**config.mk**
```make
export PLATFORM = sky130hd
export DESIGN_NAME = data_pack_flat
export DESIGN_NICKNAME = d
export VERILOG_FILES = /design/src/rtl/data_pack_pkg.sv /design/src/rtl/data_pack_if.sv /design/src/rtl/data_pack_datapath.sv /design/src/rtl/data_pack.sv /design/src/flat_wrapper.sv
export SDC_FILE = /design/constraint.sdc
export NUM_CORES = 1
export LEC_CHECK = 0
export BUFFER_PORTS_ARGS = -buffer_cell sky130_fd_sc_hd__buf_2
export CORE_MARGIN = 2
export CORE_UTILIZATION = 27
export CTS_BUF_LIST = sky130_fd_sc_hd__clkbuf_8
export DETAILED_ROUTE_END_ITERATION = 7
export HOLD_SLACK_MARGIN = 0.1
export PLACE_DENSITY = 0.51
export SYNTH_ARGS = -nofsm -noshare
export SYNTH_HDL_FRONTEND = slang
export SYNTH_SLANG_ARGS = --single-unit
```
**constraint.sdc**
```tcl
create_clock -name clk -period 2.05 [get_ports clk]
set_clock_uncertainty 0.15 [all_clocks]
set_input_delay 0.1025 -clock clk [delete_from_list [all_inputs] [get_ports clk]]
set_output_delay 0.1025 -clock clk [all_outputs]
set_load 0.1 [all_outputs]
```
**src/rtl/data_pack_pkg.sv**
```systemverilog
// rtl/data_pack_pkg.sv - shared constants and FSM state type for the 7-to-32 bit packer
package data_pack_pkg;

  localparam int IN_W  = 7;
  localparam int OUT_W = 32;
  localparam int ACC_W = 38;
  localparam int CNT_W = 6;

  typedef enum logic [1:0] {
    IDLE,
    PKT,
    FLUSH
  } state_e;

endpackage

```
**src/rtl/data_pack_if.sv**
```systemverilog
// rtl/data_pack_if.sv - value-in / word-out handshake bundle for data_pack
interface data_pack_if;
  import data_pack_pkg::*;

  logic             ready_out;
  logic             valid_in;
  logic [IN_W-1:0]  data_in;
  logic             sop_in;
  logic             eop_in;
  logic             valid_out;
  logic [OUT_W-1:0] data_out;
  logic             sop_out;
  logic             eop_out;
  logic             ready_in;

  modport slave (
    output ready_out,
    input  valid_in, data_in, sop_in, eop_in,
    output valid_out, data_out, sop_out, eop_out,
    input  ready_in
  );

  modport master (
    input  ready_out,
    output valid_in, data_in, sop_in, eop_in,
    input  valid_out, data_out, sop_out, eop_out,
    output ready_in
  );

endinterface

```
**src/rtl/data_pack_datapath.sv**
```systemverilog
// rtl/data_pack_datapath.sv - bit accumulator: inserts values at cnt, shifts out whole words
module data_pack_datapath
  import data_pack_pkg::*;
(
  input  logic             clk,
  input  logic             rst,
  input  logic             load,
  input  logic             clear,
  input  logic [IN_W-1:0]  data_in,
  output logic [CNT_W-1:0] cnt,
  output logic             full,
  output logic [OUT_W-1:0] ins_word,
  output logic [OUT_W-1:0] res_word
);

  logic [ACC_W-1:0] acc_q, acc_d, ins;
  logic [CNT_W-1:0] cnt_q, cnt_d, n;

  // Bits at and above cnt are always zero, so OR-insert is exact and the
  // low word of a short accumulator is already zero-padded.
  always_comb begin
    ins   = acc_q | (ACC_W'(data_in) << cnt_q);
    n     = cnt_q + CNT_W'(IN_W);
    full  = (n >= CNT_W'(OUT_W));
    acc_d = acc_q;
    cnt_d = cnt_q;
    if (clear) begin
      acc_d = '0;
      cnt_d = '0;
    end else if (load) begin
      if (full) begin
        acc_d = ins >> OUT_W;
        cnt_d = n - CNT_W'(OUT_W);
      end else begin
        acc_d = ins;
        cnt_d = n;
      end
    end
  end

  always_ff @(posedge clk) begin
    if (rst) begin
      acc_q <= '0;
      cnt_q <= '0;
    end else begin
      acc_q <= acc_d;
      cnt_q <= cnt_d;
    end
  end

  assign cnt      = cnt_q;
  assign ins_word = ins[OUT_W-1:0];
  assign res_word = acc_q[OUT_W-1:0];

endmodule

```
**src/rtl/data_pack.sv**
```systemverilog
// rtl/data_pack.sv - packs framed 7-bit values LSB-first into framed 32-bit words
module data_pack
  import data_pack_pkg::*;
(
  input  logic     clk,
  input  logic     rst,
  data_pack_if.slave bus
);

  state_e           state_q, state_d;
  logic             sop_pend_q, sop_pend_d;
  logic             valid_q, valid_d;
  logic [OUT_W-1:0] data_q, data_d;
  logic             sop_q, sop_d;
  logic             eop_q, eop_d;

  logic             out_free, ready, take, pend;
  logic             load, clear, emit, emit_sop, emit_eop;
  logic [OUT_W-1:0] emit_data;
  logic [CNT_W-1:0] cnt;
  logic             full;
  logic [OUT_W-1:0] ins_word, res_word;

  data_pack_datapath u_datapath (
    .clk      (clk),
    .rst      (rst),
    .load     (load),
    .clear    (clear),
    .data_in  (bus.data_in),
    .cnt      (cnt),
    .full     (full),
    .ins_word (ins_word),
    .res_word (res_word)
  );

  always_comb begin
    out_free   = !valid_q || bus.ready_in;
    state_d    = state_q;
    sop_pend_d = sop_pend_q;
    ready      = 1'b0;
    take       = 1'b0;
    pend       = sop_pend_q;
    load       = 1'b0;
    clear      = 1'b0;
    emit       = 1'b0;
    emit_data  = ins_word;
    emit_sop   = 1'b0;
    emit_eop   = 1'b0;

    case (state_q)
      IDLE: begin
        ready = 1'b1;
        take  = bus.valid_in && bus.sop_in;
        pend  = 1'b1;
      end
      PKT: begin
        // A value that completes a word needs the output slot; one that does not can always go in.
        ready = out_free || !full;
        take  = bus.valid_in && ready;
      end
      FLUSH: begin
        if (out_free) begin
          emit       = 1'b1;
          emit_data  = res_word;
          emit_sop   = sop_pend_q;
          emit_eop   = 1'b1;
          clear      = 1'b1;
          sop_pend_d = 1'b0;
          state_d    = IDLE;
        end
      end
      default: state_d = IDLE;
    endcase

    if (take) begin
      if (full) begin
        emit       = 1'b1;
        emit_sop   = pend;
        emit_eop   = bus.eop_in && (cnt == CNT_W'(OUT_W - IN_W));
        load       = 1'b1;
        sop_pend_d = 1'b0;
        if (!bus.eop_in)  state_d = PKT;
        else if (emit_eop) state_d = IDLE;
        else              state_d = FLUSH;
      end else if (bus.eop_in && out_free) begin
        emit       = 1'b1;
        emit_sop   = pend;
        emit_eop   = 1'b1;
        clear      = 1'b1;
        sop_pend_d = 1'b0;
        state_d    = IDLE;
      end else begin
        load       = 1'b1;
        sop_pend_d = pend;
        state_d    = bus.eop_in ? FLUSH : PKT;
      end
    end

    valid_d = valid_q;
    data_d  = data_q;
    sop_d   = sop_q;
    eop_d   = eop_q;
    if (emit) begin
      valid_d = 1'b1;
      data_d  = emit_data;
      sop_d   = emit_sop;
      eop_d   = emit_eop;
    end else if (bus.ready_in) begin
      valid_d = 1'b0;
    end
  end

  always_ff @(posedge clk) begin
    if (rst) begin
      state_q    <= IDLE;
      sop_pend_q <= 1'b0;
      valid_q    <= 1'b0;
      data_q     <= '0;
      sop_q      <= 1'b0;
      eop_q      <= 1'b0;
    end else begin
      state_q    <= state_d;
      sop_pend_q <= sop_pend_d;
      valid_q    <= valid_d;
      data_q     <= data_d;
      sop_q      <= sop_d;
      eop_q      <= eop_d;
    end
  end

  assign bus.ready_out = ready;
  assign bus.valid_out = valid_q;
  assign bus.data_out  = data_q;
  assign bus.sop_out   = sop_q;
  assign bus.eop_out   = eop_q;

endmodule
```
**src/flat_wrapper.sv**
```systemverilog
// flat-port wrapper written by rule: the top's interface ports become plain ports
module data_pack_flat import data_pack_pkg::*;
  (clk, rst, bus_ready_out, bus_valid_in, bus_data_in, bus_sop_in, bus_eop_in, bus_valid_out, bus_data_out, bus_sop_out, bus_eop_out, bus_ready_in);
  data_pack_if bus_i ();
  input  logic clk;
  input  logic rst;
  output wire logic [$bits(bus_i.ready_out)-1:0] bus_ready_out;
  input wire logic [$bits(bus_i.valid_in)-1:0] bus_valid_in;
  input wire logic [$bits(bus_i.data_in)-1:0] bus_data_in;
  input wire logic [$bits(bus_i.sop_in)-1:0] bus_sop_in;
  input wire logic [$bits(bus_i.eop_in)-1:0] bus_eop_in;
  output wire logic [$bits(bus_i.valid_out)-1:0] bus_valid_out;
  output wire logic [$bits(bus_i.data_out)-1:0] bus_data_out;
  output wire logic [$bits(bus_i.sop_out)-1:0] bus_sop_out;
  output wire logic [$bits(bus_i.eop_out)-1:0] bus_eop_out;
  input wire logic [$bits(bus_i.ready_in)-1:0] bus_ready_in;
  assign bus_ready_out = bus_i.ready_out;
  assign bus_i.valid_in = bus_valid_in;
  assign bus_i.data_in = bus_data_in;
  assign bus_i.sop_in = bus_sop_in;
  assign bus_i.eop_in = bus_eop_in;
  assign bus_valid_out = bus_i.valid_out;
  assign bus_data_out = bus_i.data_out;
  assign bus_sop_out = bus_i.sop_out;
  assign bus_eop_out = bus_i.eop_out;
  assign bus_i.ready_in = bus_ready_in;
  data_pack u_core (.clk(clk), .rst(rst), .bus(bus_i));
endmodule
```
==> flow_metrics.py <==
metrics = {
    "status": {
        "status": "complete, but fails checks",
        "violations": "setup timing",
    },
    "sta": {
        "timing.final.crit_share": 1.04,
        "layout_setup_ws_ps": -83.3,
        "setup_viol": 24,
        "relSlewSlack": 0.639,
        "min_period_ps": 2130,
        "rsz0062_at_grt": "true",
        "tightest_slew_ps": 541,
        "hold_violations": 0,
        "max_freq_mhz": 469,
        "holdWs_ps": 286,
        "finalMaxSlewViolations": 0,
    },
    "yosys": {
        "synth_top_cell_area_share": 0.389,
        "ys.flop_type": "dfxtp_1",
        "synth.cell_area_um2": 4220,
        "ys_seq_elements": 82,
        "seq_area_frac_synth": 0.389,
        "synth_cell_types": 57,
        "syn_nets": 513,
        "yosysTopAreaCell": "dfxtp_1",
        "synthArstFlopShare": 0,
        "synth_edf_count": 0,
        "ys_top_cells_by_area": "dfxtp_1 (39%), a211oi_1 (6.8%), a21oi_1 (6.3%)",
        "yosysWarnings": 0,
        "postSynthAreaPerCell_um2": 8.46,
        "synthCells": 498,
    },
    "floorplan": {
        "core_area_um2": 15200,
        "rows": 45,
        "ios": 49,
        "die_area_um2": 16600,
        "initial_utilization": 0.277,
        "die_w_um": 129,
        "die_h_um": 129,
    },
    "clocking": {
        "clockBufferDepth": 2,
        "htreeDepth": 3,
        "cts_buffers": 9,
        "clk_pin_slew_worst_paths_ps": 80,
        "cts-root-buf": "clkbuf_8",
        "clock_sinks": 82,
        "clk_latency_ps": 380,
        "cts_tree": "done",
    },
    "final_layout": {
        "area_delta_synth_final_pct": 62.1,
        "fillers": 1452,
        "diodes": 0,
        "final_common_cell": "buf_4",
        "final_area_um2": 6830,
        "finish.utilization": 0.450,
        "fin_cells": 839,
        "fin_nets": 661,
        "final_cell_mix": "buf_4 (87), dfxtp_1 (77), buf_2 (47)",
        "drive_gt1_frac": 0.504,
    },
    "routing": {
        "ant_nets": 0,
        "drtIter0Drc": 251,
        "drtPass1Iterations": 4,
        "routed_via_density": 5.62,
        "wl_per_cell_um": 19.5,
        "vias": 4718,
        "wl_um": 16400,
        "drc": 0,
    },
    "global_routing": {
        "grt_usage": 0.190,
        "grt_max_degree": 39,
        "grt-ovfl-total": 0,
        "antenna_found_initial": 0,
        "grt_pass1_wl_um": 24500,
        "grt_pass1_vias": 4529,
    },
    "worst_setup_path": {
        "critPathArrivalTime_ps": 2300,
        "critPathTopFamily": "simple AND/OR/NAND/NOR gates",
        "worstSetupStartpointType": "flop",
        "crit_slowest_cell": "or4_4",
        "cp.required_ps": 2210,
        "crit_chain": "o311ai_4 -> buf_6 -> xor2_4 -> nor2_4 -> or4_4 -> a21oi_2",
        "crit_buf_inv": 1,
        "end_kind": "flop",
        "slowest_delay_ps": 520,
        "path_max_fanout": 7,
        "critPathKind": "flop to flop",
    },
    "power_and_ir_drop": {
        "leakage_nw": 2.51,
        "peakVddDrop_mv": 0.335,
        "power_density_nw_per_um2": 622,
    },
    "placement": {
        "port_buffers": 48,
        "dp_slack_ps": -284,
        "place_inst": 785,
        "placed_cell_area_um2": 5370,
        "gp_congestion": 0.897,
        "hpwl_um": 10700,
    },
    "worst_hold_path": {
        "worst_hold_path_type": "primary input to flop",
    },
    "run": {
        "cap_violations": 0,
    },
}
flip-flops by register name, indices dropped and copies added (netlist names):
name                     cells
u_core.bus.data_out         32
u_core.u_datapath.acc_q     38
u_core.state_q               2
u_core.bus.sop_out           1
u_core.bus.valid_out         1
u_core.sop_pend_q            1
u_core.bus.eop_out           1
u_core.u_datapath.cnt        6
report_power, final:
part	switching, mW	internal, mW
combinational	0.786	0.470
sequential	0.0444	1.65
clock	0.639	0.661
timing repair:
item,in CTS,in global routing
buffers inserted,14,13
pin swaps,40,44
gates resized for setup,60,107
endpoints found under the setup margin,68,79
hold endpoints to repair,10,0
hold buffers,6,0
cloned,2,6
synthesized netlist by cell type (all sizes together), types with 3 or more instances:
| master | number |
|---|---|
| dfxtp | 82 |
| a21oi | 53 |
| nor2 | 50 |
| nor3 | 46 |
| a211oi | 38 |
| clkbuf | 25 |
| a31oi | 21 |
| buf | 17 |
| nand2 | 17 |
| o31ai | 13 |
| nand2b | 11 |
| o21ai | 11 |
| a41oi | 10 |
| mux2i | 9 |
| nand3 | 8 |
| inv | 6 |
| mux2 | 6 |
| nor2b | 6 |
| o22ai | 6 |
| mux4 | 5 |
| nand3b | 5 |
| o211ai | 4 |
| o32ai | 4 |
| and2 | 3 |
| nor3b | 3 |
| or2 | 3 |
cell families (layout without fill, tap and decap cells):
group / Yosys count / in the layout / share of synthesized area
AO/OA/AOI/OAI: 179 / 179 / 0.291
XOR/XNOR: 3 / 3 / 0.00802
adder cells (fa/ha/maj): 2 / 2 / 0.00594
buffers and inverters: 49 / 202 / 0.0493
flip-flops: 82 / 82 / 0.389
multiplexers: 20 / 20 / 0.0641
AND/OR/NAND/NOR: 163 / 163 / 0.192
per-stage QoR:
step	total power, mW	TNS (ps)
2_1_floorplan	2.39	-22.6
3_3_place_gp	2.74	-2510
3_5_place_dp	2.74	-4080
4_1_cts	4.11	-1120
5_1_grt	4.41	-4290
6_report	4.25	-937
path summary, 6_finish.rpt:
kind | start | end | slack (ps) | cells past startpoint
setup / recovery | u_core.u_datapath.cnt[1] | u_core.u_datapath.cnt[4] | -80 | 6
hold / removal | bus_data_in[6] | u_core.u_datapath.acc_q[13] | 290 | 5
setup reg to reg | u_core.u_datapath.cnt[1] | u_core.u_datapath.cnt[4] | -80 | 6
hold reg to reg | u_core.bus.eop_out | u_core.bus.eop_out | 320 | 1
routing by layer:
metal / wire length (µm) / global-route usage
met1: 7640 / 0.268
met2: 7510 / 0.289
met3: 935 / 0.0441
met4: 299 / 0.0575
met5: 0 / 0
worst reg2reg max path: cells and delay by family (launching register included):
kind,cells,cell delay (ps)
AND/OR/NAND/NOR,2,610
AO/OA/AOI/OAI,2,500
XOR/XNOR,1,250
buffers and inverters,1,160
flip-flops,1,400
area by class of cell:
type	count	area, µm²	area share
Timing Repair Buffer	179	1580	0.231
Clock buffer	12	165	0.0242
Inverter	7	33.8	0.00494
Tap cell	188	235	0.0344
Sequential cell	82	1650	0.242
Clock inverter	4	50.0	0.00732
Multi-Input combinational cell	367	3120	0.456
(Power assumes the default switching activity.)
